===== config.mk =====
export PLATFORM = sky130hd
export DESIGN_NAME = pc_fetch_sequencer
export DESIGN_NICKNAME = d
export VERILOG_FILES = /design/src/rtl/pc_fetch_sequencer.sv
export SDC_FILE = /design/constraint.sdc
export NUM_CORES = 1
export LEC_CHECK = 0
export CAP_MARGIN = 20
export CORE_ASPECT_RATIO = 1.2
export CORE_MARGIN = 4
export CORE_UTILIZATION = 30
export CTS_CLUSTER_DIAMETER = 30
export CTS_CLUSTER_SIZE = 40
export DETAILED_ROUTE_END_ITERATION = 7
export GPL_TIMING_DRIVEN = 0
export HOLD_SLACK_MARGIN = 0.1
export PLACE_DENSITY_LB_ADDON = 0.15
export SYNTH_ARGS = -nofsm -noshare
export SYNTH_HDL_FRONTEND = slang
export SYNTH_SLANG_ARGS = --single-unit

===== constraint.sdc =====
create_clock -name clk -period 9.1 [get_ports clk]
set_input_delay 0.91 -clock clk [delete_from_list [all_inputs] [get_ports clk]]
set_output_delay 0.91 -clock clk [all_outputs]
set_load 0.02 [all_outputs]

===== src/rtl/pc_fetch_sequencer.sv =====
// Program-counter stage feeding the program ROM: next-PC selection, target
// checking, RUN/STALL/HALT/FAULT control and a saturating retired-instruction count.
module pc_fetch_sequencer #(
  parameter int unsigned           DATA_WIDTH   = 32,
  parameter logic [DATA_WIDTH-1:0] RESET_PC     = 32'h0040_0000,
  parameter int unsigned           MEMORY_DEPTH = 32,
  parameter int unsigned           COUNT_WIDTH  = 32
) (
  input  logic                   clk,
  input  logic                   reset,
  input  logic                   stall_i,
  input  logic                   halt_i,
  input  logic                   branch_eq_i,
  input  logic                   branch_ne_i,
  input  logic                   zero_i,
  input  logic                   jump_i,
  input  logic                   jump_reg_i,
  input  logic [DATA_WIDTH-1:0]  rs_data_i,
  input  logic [DATA_WIDTH-1:0]  instruction_i,
  output logic [DATA_WIDTH-1:0]  pc_o,
  output logic [DATA_WIDTH-1:0]  pc_plus4_o,
  output logic [1:0]             state_o,
  output logic                   fault_o,
  output logic [1:0]             fault_cause_o,
  output logic [COUNT_WIDTH-1:0] instr_count_o
);

  typedef enum logic [1:0] {
    ST_RUN   = 2'b00,
    ST_STALL = 2'b01,
    ST_HALT  = 2'b10,
    ST_FAULT = 2'b11
  } state_t;

  localparam logic [1:0] CAUSE_NONE     = 2'b00;
  localparam logic [1:0] CAUSE_MISALIGN = 2'b01;
  localparam logic [1:0] CAUSE_WINDOW   = 2'b10;

  // One extra bit so the window end cannot wrap when RESET_PC sits near the top.
  localparam logic [DATA_WIDTH:0] WINDOW_END =
    {1'b0, RESET_PC} + (DATA_WIDTH+1)'(4 * MEMORY_DEPTH);

  state_t                  state_q, state_d;
  logic [DATA_WIDTH-1:0]   pc_q;
  logic [1:0]              cause_q, target_cause;
  logic [COUNT_WIDTH-1:0]  count_q;
  logic [DATA_WIDTH-1:0]   seq_pc, br_offset, br_pc, jt_pc, next_pc;
  logic                    branch_taken, advance, enter_fault;
  logic                    unused_opcode;

  assign seq_pc       = pc_q + DATA_WIDTH'(4);
  assign br_offset    = {{(DATA_WIDTH-18){instruction_i[15]}}, instruction_i[15:0], 2'b00};
  assign br_pc        = seq_pc + br_offset;
  assign jt_pc        = {seq_pc[DATA_WIDTH-1:28], instruction_i[25:0], 2'b00};
  assign branch_taken = (branch_eq_i & zero_i) | (branch_ne_i & ~zero_i);
  assign unused_opcode = ^instruction_i[DATA_WIDTH-1:26];

  always_comb begin
    next_pc = seq_pc;
    if (jump_reg_i)        next_pc = rs_data_i;
    else if (jump_i)       next_pc = jt_pc;
    else if (branch_taken) next_pc = br_pc;
  end

  // Misalignment is reported ahead of the window check.
  always_comb begin
    target_cause = CAUSE_NONE;
    if (next_pc[1:0] != 2'b00)
      target_cause = CAUSE_MISALIGN;
    else if ((next_pc < RESET_PC) || ({1'b0, next_pc} >= WINDOW_END))
      target_cause = CAUSE_WINDOW;
  end

  // STALL re-evaluates exactly like RUN, so release costs no bubble cycle.
  always_comb begin
    state_d     = state_q;
    advance     = 1'b0;
    enter_fault = 1'b0;
    case (state_q)
      ST_RUN, ST_STALL: begin
        if (halt_i)                          state_d = ST_HALT;
        else if (stall_i)                    state_d = ST_STALL;
        else if (target_cause != CAUSE_NONE) begin
          state_d     = ST_FAULT;
          enter_fault = 1'b1;
        end else begin
          state_d = ST_RUN;
          advance = 1'b1;
        end
      end
      default: state_d = state_q;
    endcase
  end

  always_ff @(posedge clk or posedge reset) begin
    if (reset) begin
      state_q <= ST_RUN;
      pc_q    <= RESET_PC;
      cause_q <= CAUSE_NONE;
      count_q <= '0;
    end else begin
      state_q <= state_d;
      if (advance) pc_q <= next_pc;
      if (enter_fault) cause_q <= target_cause;
      if (advance && (count_q != {COUNT_WIDTH{1'b1}}))
        count_q <= count_q + COUNT_WIDTH'(1);
    end
  end

  assign pc_o          = pc_q;
  assign pc_plus4_o    = seq_pc;
  assign state_o       = state_q;
  assign fault_o       = (state_q == ST_FAULT);
  assign fault_cause_o = cause_q;
  assign instr_count_o = count_q;

endmodule


After elaboration in Yosys (flattened, before gate mapping):

Cells that the tools add are included.

* muxes and demuxes: 16
* order comparisons: 2
* eq/ne operators: 3
* reduce and logical (&&, ||, !) cells: 6
* $add $sub $neg: 3
* bitwise operators: 4

Operator list (count)
* two-way mux 32 bit: 3
* adder 32 x 1 -> 32 bit (second input constant): 1
* adder 32 x 3 -> 32 bit (second input constant): 1
* adder 32 bit: 1
* greater-or-equal comparator 32 x 23 -> 1 bit (second input constant): 1
* < comparator 32 x 23 -> 1 bit (second input constant): 1
* != test 32 bit (second input constant): 1
* two-way mux 2 bit: 5
* two-way mux 1 bit: 8
* nonzero test 2 bit: 2
* bitwise AND 1 bit: 2
* == test 2 x 1 -> 1 bit (second input constant): 1
* == test 2 bit (second input constant): 1
* logical NOT 2 bit: 1
* OR reduction 2 bit: 1
* logical AND 1 bit: 1
* logical OR 1 bit: 1
* NOT 1 bit: 1
* bitwise OR 1 bit: 1

* output and inout port bits: 101
* input bits: 73
* logic and storage cells: 38
* register bits after elaboration: 68

Logic depth before layout (Yosys ltp):

* word-level depth: 16
* depth in mapped cells: 19
* mapped depth without buffers: 17

Least setup slack after synthesis:

Ideal clock, no wire load.

* kind: flip-flop to flip-flop
* from: register pc_q[11], in the netlist pc_o[11]
* to: register pc_q[2], in the netlist pc_o[2]
* required time: 8.975 ns
* stages on the path, launching flop included: 20
* path buffers: 4
* slack: 3.665 ns
* arrival: 5.311 ns
* period minus slack after synthesis: 5.435 ns
* cell sequence: dfrtp_1 -> buf_2 -> nand3_2 -> nor4_1 -> nand4_1 -> xnor2_1 -> ha_1 -> clkbuf_1 -> a21oi_1 -> o21ai_0 -> nand2_1 -> o2111ai_1 -> nor4b_1 -> o2111ai_1 -> or4_1 -> or4_1 -> buf_6 -> nor2_4 -> buf_2 -> mux2_2

* word-level cells in the longest chain between the ends: 14

RTL lines
* start, declared: RTL line 44 `logic [DATA_WIDTH-1:0] pc_q;`
* start signal, assigned: RTL line 103 `if (advance) pc_q <= next_pc;`
* adder 32 x 3 -> 32 bit (*): RTL line 51 `assign seq_pc = pc_q + DATA_WIDTH'(4);`
* named net pc_plus4_o[26]: RTL line 21 `output logic [DATA_WIDTH-1:0] pc_plus4_o,`
* adder 32 bit: RTL line 53 `assign br_pc = seq_pc + br_offset;`
* two-way mux 32 bit (*): RTL line 62 `else if (branch_taken) next_pc = br_pc;`
* two-way mux 32 bit (*): RTL line 61 `else if (jump_i) next_pc = jt_pc;`
* two-way mux 32 bit (*): RTL line 60 `if (jump_reg_i) next_pc = rs_data_i;`
* < comparator 32 x 23 -> 1 bit / greater-or-equal comparator 32 x 23 -> 1 bit (equally long branches): RTL line 70 `else if ((next_pc < RESET_PC) || ({1'b0, next_pc} >= WINDOW_END))`
* logical OR 1 bit (*): RTL line 70
* two-way mux 2 bit (*): RTL line 70
* two-way mux 2 bit (*): RTL line 68 `if (next_pc[1:0] != 2'b00)`
* nonzero test 2 bit (*): RTL line 83 `else if (target_cause != CAUSE_NONE) begin`
* two-way mux 1 bit (*): RTL line 83
* two-way mux 1 bit (*): RTL line 82 `else if (stall_i) state_d = ST_STALL;`
* two-way mux 1 bit (*): RTL line 81 `if (halt_i) state_d = ST_HALT;`
* two-way mux 1 bit (*): RTL line 79 `case (state_q)`

The timed path passes the listed nets; every way through them passes the cells marked *.
A chain may end at the register's enable or synchronous reset.

Worst setup path after layout:

* from: register pc_q[17], in the netlist pc_o[17]
* to: register pc_q[2], in the netlist pc_o[2]

* word-level cells in the longest chain between the ends: 14

RTL lines (RTL line)
* adder 32 x 3 -> 32 bit (*): 51
* adder 32 bit: 53
* two-way mux 32 bit: 62
* two-way mux 32 bit (*): 61
* two-way mux 32 bit (*): 60
* < comparator 32 x 23 -> 1 bit / greater-or-equal comparator 32 x 23 -> 1 bit (equally long branches): 70
* logical OR 1 bit (*): 70
* two-way mux 2 bit (*): 70
* two-way mux 2 bit (*): 68
* nonzero test 2 bit (*): 83
* two-way mux 1 bit (*): 83
* two-way mux 1 bit (*): 82
* two-way mux 1 bit (*): 81
* two-way mux 1 bit (*): 79

Mark *: on every way between the ends. The rest lies on a longest branch, timed or not.

==> metrics.csv <==
stage,metric,value,unit
setup_path,reg2reg_to,pc_o[2],
routing,dr.max_layer_used,met4,
place,place_area,8480,um^2
die,die_w,142,um
die,coreArea,21000,um^2
logic_synthesis,synthTopCellsByCount,"nand2_1 (74), dfrtp_1 (67), nor2_1 (46), nor3_1 (46), xor2_1 (41)",
routing,viasPerCell,5.61,
timing,final_hold_viol_count,0,
finish,stdcell_count,1244,
setup_path,setup.worst_path.class,flop to flop,
routing,wl,25600,um
die,start_util,0.307,
clocking,cts_setup_buffers,0,
clocking,insertion_delay,0.33,ns
timing,fin_hold_ws,0.490,ns
clocking,clkTransAtPathRegs,0.06,ns
logic_synthesis,synth_nets,898,
clocking,clockBufferDepth,2,
hold_path,min_to,instr_count_o[21],
setup_path,r2r_start,pc_o[17],
pwr,leakage,3.65,nW
clocking,cts.sinks,68,
clocking,numCtsBuffers,9,
routing,drt_iter0_drc,437,
clocking,htreeDepth,3,
routing,first_pass_iters,5,
setup_path,worst_setup_path_end_kind,flop,
die,rows,58,
routing,wl_met3,1620,um
logic_synthesis,synth.most_common_cell,nand2_1,
place,place_congestion,0.975,
setup_path,cp.arrival,6.75,ns
timing,tns,0,ns
timing,period_share,0.719,
timing,fin_skew,0.00817,ns
timing,final-max-slew-violation-count,0,
global_route,grt_pass1_vias,6841,
logic_synthesis,async_flop_share,1.00,
routing,wl_met1,10500,um
logic_synthesis,synth_top_area_cell,dfrtp_1,
timing,fmax,153,MHz
global_route,grt.total_usage,0.208,
logic_synthesis,synthFlopType,dfrtp_1,
finish,final_area,8810,um^2
timing,relSlewSlack,0.244,
logic_synthesis,syn_area,6450,um^2
logic_synthesis,synth.top_cell.area_share,0.260,
routing,detail_route.wl_per_cell,20.6,um
routing,drtAntennaViolNets,0,
timing,setup_viol_count_final,0,
logic_synthesis,synth_warnings,0,
timing,rsz0062_at_grt,no,
setup_path,start_kind,flop,
timing,setup_slack,2.56,ns
finish,fill_cells,2220,
routing,drc,0,
clocking,cts_tree,yes,
clocking,postCtsHoldBufs,0,
logic_synthesis,synth_seq_cells,68,
pwr,power_density,93.7,nW/um^2
finish,diodes,0,
finish,drive_gt1_frac,0.0739,
global_route,antenna_found_initial,0,
place,preCtsSetupSlack,2.66,ns
logic_synthesis,synth_cell_types,85,
run,cap_viol_max_count,0,
hold_path,whs_path_depth,1,
pwr,ir_worst_vdd,0.0000840,V
setup_path,r2r_slack,2.56,ns
hold_path,worstHoldStart,instr_count_o[21],
logic_synthesis,avgSynthCellArea,8.16,um^2
routing,wl_met2,12500,um
timing,finalWorstPathRequiredPeriod,6.54,ns
finish,syn_to_final_growth,36.5,%
logic_synthesis,synth_area_leaders,"dfrtp_1 (26%), ha_1 (6.4%), xor2_1 (5.6%)",
hold_path,hold_class,flop to flop,
finish,fin_util,0.419,
global_route,grt_pass1_wl,39300,um
place,hpwl,20600,um
setup_path,critical_path_required,9.31,ns
global_route,grt_start_max_net_pins,69,
setup_path,rr_worst_depth,19,
timing,worst_pin_slew,1.13,ns
logic_synthesis,synth-seq-area-share,0.264,
logic_synthesis,synth-edff-count,0,
die,die_h,169,um
clocking,post_cts_resized,0,
outcome,status,"complete, no violations",
clocking,cts_root_buffer,clkbuf_16,
die,ios,174,
place,dp.cells,1228,
setup_path,crit_fanout,10,
pwr,total_power,825,uW
finish,fin_nets,1076,
routing,vias,6976,
place,io_buffer_count,166,
logic_synthesis,syn_inst,791,
die,die-area,23900,um^2
global_route,grt.overflow.total,0,
==> metal layers <==
layer,vias up,track usage
li1,3334,-
met1,3322,0.254
met2,263,0.361
met3,57,0.0424
met4,0,0.0768
met5,-,0
==> area by class of cell <==
class,count,area (um^2),share of cell area
plain buffers,40,188,0.0213
clock buffers,10,239,0.0271
clock inverters,6,87.6,0.00994
repair buffers,167,1690,0.192
well taps,270,338,0.0383
flip-flops and latches,68,1700,0.193
multi-input cells,665,4500,0.510
inverters,18,70.1,0.00795
==> layout by cell type, fill, tap and decap left out, drive strengths merged, types with 15 or more instances in the layout <==
| cell | count |
|---|---|
| o21ai | 34 |
| nand4 | 38 |
| and3 | 17 |
| nand2 | 75 |
| nor4 | 16 |
| or3 | 15 |
| dfrtp | 67 |
| ha | 33 |
| a21oi | 37 |
| inv | 16 |
| nor2b | 27 |
| nor2 | 48 |
| xor2 | 41 |
| buf | 18 |
| nand3 | 35 |
| xnor2 | 27 |
| clkbuf | 33 |
| nor3 | 46 |
| clkdlybuf4s50 | 166 |
==> state kept, by name (all words and copies together), names as in the netlist <==
register and cells:
pc_o 32, fault_cause_o 2, state_o 2, instr_count_o 32
==> worst max-delay path, cell delays in order, from the launching register on <==
cell	delay, ns
dfrtp_1	0.34
clkbuf_1	0.29
nand3_1	0.17
nor4_1	0.80
nand4_1	0.20
xnor2_1	0.54
ha_1	0.34
clkbuf_1	0.21
a21oi_1	0.35
o21ai_0	0.35
nand2_1	0.17
o2111ai_1	0.12
nor4b_1	0.31
o2111ai_1	0.17
or4_1	0.58
or4_1	0.54
buf_6	0.17
nor2_4	0.17
buf_2	0.26
mux2_2	0.35
==> worst max-delay path by stage <==
stage | startpoint | cells after the start | slack (ns) | to
floorplan | pc_o[11] | 19 | 3.66 | pc_o[2]
global placement | pc_o[11] | 19 | 2.62 | pc_o[2]
detailed placement | pc_o[11] | 19 | 2.66 | pc_o[2]
CTS | pc_o[11] | 19 | 2.63 | pc_o[2]
global route | pc_o[17] | 19 | 2.17 | pc_o[8]
finish | pc_o[17] | 19 | 2.56 | pc_o[2]
==> where the power goes <==
| part | internal, mW | total [mW] | switching (mW) | leakage, nW |
|---|---|---|---|---|
| Sequential | 0.304 | 0.304 | 0.000433 | 0.909 |
| Combinational | 0.0610 | 0.143 | 0.0818 | 2.57 |
| Clock | 0.247 | 0.378 | 0.131 | 0.162 |
==> cell families (layout without fill, tap and decap cells) <==
group,after synthesis,in the layout,share of synthesized area
AOI/OAI and AO/OA,176,176,0.192
and+or+nand+nor,368,368,0.313
buffers and inverters,58,241,0.0396
muxes,19,19,0.0324
xor gates and xnor gates,68,68,0.0923
DFF,68,68,0.264
adders and majority gates,34,34,0.0671
Note: power is estimated with default switching activity, not from simulation.
